===== src/rtl/nibble_serial_addsub_seq.sv =====
// nibble_serial_addsub_seq: WIDTH-bit add/sub on one shared 4-bit slice,
// LSB nibble first, NBEATS = WIDTH/4 beats per operation.
// Ports:
//   clk, rst (sync, active-high)
//   in_valid/in_ready, a, b, sub   request side
//   out_valid/out_ready, sum, cout result side
//   busy                           high in RUN or DONE
//   ovf                            signed overflow (only with ADDSUB_OVF_EN)
// Optional feature macro: ADDSUB_OVF_EN
module nibble_serial_addsub_seq #(
  parameter int WIDTH = 32
) (
  input  logic             clk,
  input  logic             rst,
  input  logic             in_valid,
  output logic             in_ready,
  input  logic [WIDTH-1:0] a,
  input  logic [WIDTH-1:0] b,
  input  logic             sub,
  output logic             out_valid,
  input  logic             out_ready,
  output logic [WIDTH-1:0] sum,
  output logic             cout,
  output logic             busy
`ifdef ADDSUB_OVF_EN
  ,
  output logic             ovf
`endif
);

  localparam int NBEATS = WIDTH / 4;
  localparam int IDXW   = (NBEATS > 1) ? $clog2(NBEATS) : 1;
  localparam logic [IDXW-1:0] LAST_IDX = IDXW'(NBEATS - 1);

  typedef enum logic [1:0] {
    IDLE,
    RUN,
    DONE
  } state_t;

  state_t            state_q, state_d;
  logic [WIDTH-1:0]  a_q, a_d;
  logic [WIDTH-1:0]  bx_q, bx_d;
  logic [WIDTH-1:0]  sum_q, sum_d;
  logic [IDXW-1:0]   idx_q, idx_d;
  logic              carry_q, carry_d;
  logic              cout_q, cout_d;
`ifdef ADDSUB_OVF_EN
  logic              ovf_q, ovf_d;
`endif

  logic [IDXW+1:0]   base;
  logic [3:0]        a_nib;
  logic [3:0]        b_nib;
  logic [4:0]        slice;

  always_comb begin
    base  = {idx_q, 2'b00};
    a_nib = a_q[base +: 4];
    b_nib = bx_q[base +: 4];
    slice = {1'b0, a_nib} + {1'b0, b_nib} + {4'b0, carry_q};
  end

  always_comb begin
    state_d = state_q;
    a_d     = a_q;
    bx_d    = bx_q;
    sum_d   = sum_q;
    idx_d   = idx_q;
    carry_d = carry_q;
    cout_d  = cout_q;
`ifdef ADDSUB_OVF_EN
    ovf_d   = ovf_q;
`endif
    unique case (state_q)
      IDLE: begin
        if (in_valid) begin
          a_d     = a;
          bx_d    = b ^ {WIDTH{sub}};
          carry_d = sub;
          idx_d   = '0;
          state_d = RUN;
        end
      end
      RUN: begin
        sum_d[base +: 4] = slice[3:0];
        carry_d = slice[4];
        idx_d   = idx_q + 1'b1;
        if (idx_q == LAST_IDX) begin
          cout_d  = slice[4];
`ifdef ADDSUB_OVF_EN
          // carry into the MSB is recovered from its sum bit
          ovf_d   = (a_nib[3] ^ b_nib[3] ^ slice[3]) ^ slice[4];
`endif
          state_d = DONE;
        end
      end
      DONE: begin
        if (out_ready) state_d = IDLE;
      end
      default: state_d = IDLE;
    endcase
  end

  always_ff @(posedge clk) begin
    if (rst) begin
      state_q <= IDLE;
      sum_q   <= '0;
      idx_q   <= '0;
      carry_q <= 1'b0;
      cout_q  <= 1'b0;
`ifdef ADDSUB_OVF_EN
      ovf_q   <= 1'b0;
`endif
    end else begin
      state_q <= state_d;
      sum_q   <= sum_d;
      idx_q   <= idx_d;
      carry_q <= carry_d;
      cout_q  <= cout_d;
`ifdef ADDSUB_OVF_EN
      ovf_q   <= ovf_d;
`endif
    end
    a_q  <= a_d;
    bx_q <= bx_d;
  end

  assign in_ready  = (state_q == IDLE) && !rst;
  assign out_valid = (state_q == DONE);
  assign busy      = (state_q != IDLE);
  assign sum       = sum_q;
  assign cout      = cout_q;
`ifdef ADDSUB_OVF_EN
  assign ovf       = ovf_q;
`endif

endmodule

===== config.mk =====
export PLATFORM = sky130hd
export DESIGN_NAME = nibble_serial_addsub_seq
export DESIGN_NICKNAME = d
export VERILOG_FILES = /design/src/rtl/nibble_serial_addsub_seq.sv
export SDC_FILE = /design/constraint.sdc
export NUM_CORES = 1
export LEC_CHECK = 0
export ABC_AREA = 1
export CORE_ASPECT_RATIO = 0.8
export CORE_MARGIN = 10
export CORE_UTILIZATION = 46
export DETAILED_ROUTE_END_ITERATION = 8
export HOLD_SLACK_MARGIN = 0.1
export PLACE_DENSITY = 0.77
export SLEW_MARGIN = 20
export SYNTH_ARGS = -nofsm -noshare
export SYNTH_HDL_FRONTEND = slang
export SYNTH_SLANG_ARGS = --single-unit

===== constraint.sdc =====
create_clock -name clk -period 2.6 [get_ports clk]
set_clock_uncertainty 0.15 [all_clocks]
set_input_delay 0.26 -clock clk [delete_from_list [all_inputs] [get_ports clk]]
set_output_delay 0.26 -clock clk [all_outputs]
set_load 0.02 [all_outputs]

==> key figures <==
Run status
  – Outcome: completed

Route
  – Initial drt markers: 279
  – Drt first pass iters: 5
  – # DRC: 0
  – Vias/cell: 4.96
  – WL/cell: 15.1 um
  – Vias post-DR: 3718
  – Antenna Nets Post-Route: 0
  – DRT Wirelength: 11300 um

Worst setup path
  – Reg-to-reg startpoint: idx_q[0]
  – R2r setup slk: approximately 0.11 ns
  – Crit path max-delay cell type: dfxtp_4
  – Crit path kind: register to register
  – Worst path cell trace: buf_4, buf_4, o21ai_0, o22ai_1, nand2_1, nand2_1, ha_2, a21oi_2, nand2_1, nand2_1, nand2_2, nor2_1, nor2_1
  – Endpoint class of the critical path: register
  – Most common cell on crit path: nand2_1
  – Worst path arrival time: 2.58 ns
  – Reg2Reg Depth: 13
  – Worst Setup Start Kind: register
  – Required time of the worst setup path: 2.68 ns
  – Worst Path Max Fanout: 9
  – R2r endpoint: sum[19]
  – CP max stage delay: 0.38 ns

Finish
  – Commonest cells after routing, fill and taps aside: clkdlybuf4s50_1, nor2_1, nand2_1
  – Final core utilization: between 60 and 70%
  – # nets final: 687
  – Share of post-route cells with drive strength above 1: 12.9%
  – Area Overhead vs Synth: 34.9%
  – Non-Filler Instances: 750
  – Commonest non-fill, non-tap cell in the layout: clkdlybuf4s50_1
  – Antenna Cells: 0
  – Layout fillers: 754

Placed design
  – RePlAce Congestion: approximately 0.86
  – PortBufs: 104
  – Pre-CTS setup slack: -0.216 ns
  – DP HPWL: 8600 um
  – Dpl cells: about 730

Global route
  – Global-route met3 utilization: 4.52%
  – Met2 track demand over resource: a little under a quarter
  – Top Usage Layer GRT: met2
  – Met1 usage: 18.5%
  – First-pass GRT wire length: 17900 um
  – Initial antenna violation count: 0
  – GRT Util Overall: 14.7%
  – Vias in the first global route: 3595
  – GRT overflow: 0
  – Largest net degree at the start of global routing: 34

Clock tree
  – Max Buffers Root-to-Sink: 2
  – Worst-path clk slew: about 0.07 ns
  – Clock sink count: 103
  – CTS Buf Count: 9
  – CTS tree: done
  – Clk_lat worst skew: 0.34 ns
  – Root Buffer: clkbuf_16
  – H-tree depth: 3

Floorplanning
  – Core Area: 0.00981 sq mm
  – Die X: 133 um
  – Row cnt: 32
  – Die Ht: approximately 110 um
  – I/O Pins: 105
  – Die area: 0.0147 sq mm
  – Initial Util: 48.1%

Timing
  – Final Max Slew Viols: 0
  – Slew margin rel.: 42.6%
  – Worst Hold Slack: between 0.3 and 0.4 ns
  – Setup-failing EPs final: 0
  – PnR worst setup slack: 0.106 ns
  – Post-layout min period: 2.49 ns
  – Fmax: 0.401 GHz
  – Period utilization: a little over nine tenths
  – Worst Tran Pin Value: 0.861 ns
  – Total negative setup slack: 0 ns
  – Final Hold Viols: 0

Logic synthesis
  – Number of standard cells after synthesis: 489
  – Seq cells post-synth: approximately 100
  – Synthesized area: 0.00472 sq mm
  – YS warnings: 0
  – Synth area leader: edfxtp_1
  – Net count after synthesis: approximately 570
  – Yosys cell types: 32
  – Top cell type's share of synthesized area: a little over 40%
  – Seq/Total Area, Yosys: 57.3%
  – Average cell area after synthesis: 9.65 sq um
  – Synth top area cells: edfxtp_1, dfxtp_1, nor2_1

Power and ir drop
  – Combinational Power Share: 17.9%
  – Max IR drop VDD: 0.288 mV
  – Leakage: 2.52 nW
  – Switching Share: 26.4%
  – Reg power frac: 49.0%
  – Pwr Density: 602 mW/mm^2
  – Clock Power Share: 33.1%
  – NetSw: 1.01 mW
  – Internal power: roughly 2.8 mW

Min path
  – Hold EP: a_q[15]
  – Hold depth: 1
  – HP Class: input pin to register
  – Min-delay src: a[15]

Job
  – Max Cap Viol: 0
-- registers in the layout, summed over array words and instances (netlist names) --
register	count
a_q	32
bx_q	32
state_q	2
cout	1
sum	32
carry_q	1
idx_q	3
-- critical path: cells and delay by family (launching register included) --
| family | cells | cell delay (ns) |
|---|---|---|
| buffers and inverters | 2 | 0.32 |
| AND/OR/NAND/NOR | 7 | 0.71 |
| AO/OA/AOI/OAI | 3 | 0.47 |
| adder cells (fa/ha/maj) | 1 | 0.34 |
| flip-flops | 1 | 0.38 |
-- through the flow --
step                      area (sq um)  total power, mW
final                             6360             3.83
after global routing              6360             3.99
after CTS                         6300             3.79
after detailed placement          5990             2.52
after global placement            5990             2.50
after floorplan                   4720             2.25
-- logic make-up (layout without fill, tap and decap cells) --
kind of cell	after synthesis	in the layout	share of synthesized area, %
and+or+nand+nor	205	205	19.5
adders and majority gates	9	9	2.70
DFF	103	103	57.3
xor gates and xnor gates	33	33	6.13
AOI/OAI and AO/OA	77	77	8.72
buffers and inverters	62	187	5.67
-- power by group through the flow --
stage / Combinational, mW / Sequential [mW] / Clock [mW]
floorplan: 0.339 / 1.91 / 0
finish: 0.686 / 1.88 / 1.27
CTS: 0.639 / 1.88 / 1.28
global route: 0.746 / 1.89 / 1.36
global placement: 0.592 / 1.91 / 0
detailed placement: 0.607 / 1.91 / 0
-- cell type report --
type	count	area (sq um)	share of cell area (%)
inverters	41	156	2.46
flip-flops and latches	103	2710	42.5
clock inverters	6	45.0	0.708
multi-input cells	324	1810	28.5
well taps	136	170	2.67
clock buffers	10	239	3.76
repair buffers	130	1240	19.4
-- worst max path at each step --
stage | cells after the start | slack [ns] | to | from
detailed placement | 12 | -0.22 | sum[2] | idx_q[0]
CTS | 12 | 0.008 | sum[2] | idx_q[0]
global route | 13 | -0.03 | sum[27] | idx_q[0]
global placement | 12 | -0.12 | sum[2] | idx_q[0]
floorplan | 12 | 0.03 | sum[22] | idx_q[0]
finish | 13 | 0.11 | sum[19] | idx_q[0]
-- cells in the mapped netlist (all sizes together) --
cell type	count
clkbuf	6
edfxtp	64
o21a	1
buf	15
nand3	14
a21oi	11
a31oi	1
inv	39
nand2	81
fa	2
ha	7
dfxtp	39
nor2	102
xor2	33
o21ai	51
clkinv	2
o21bai	5
o22ai	8
nor3	6
nand4	2
-- per-layer routing --
layer / vias up / wire length (um)
met2: 134 / 5330
met5: - / 0
met4: 0 / 183
met1: 1725 / 4990
met3: 18 / 825
li1: 1841 / -
-- repair_timing --
item                       in CTS  in global routing
cloned                          0                  1
hold endpoints to repair        0                  0
setup endpoints to repair      16                 26
buffers inserted                2                  1
hold buffers                    0                  0
resized for setup               3                 19
pin swaps                       1                  4
No activity file was read; power rests on OpenSTA's default activity.
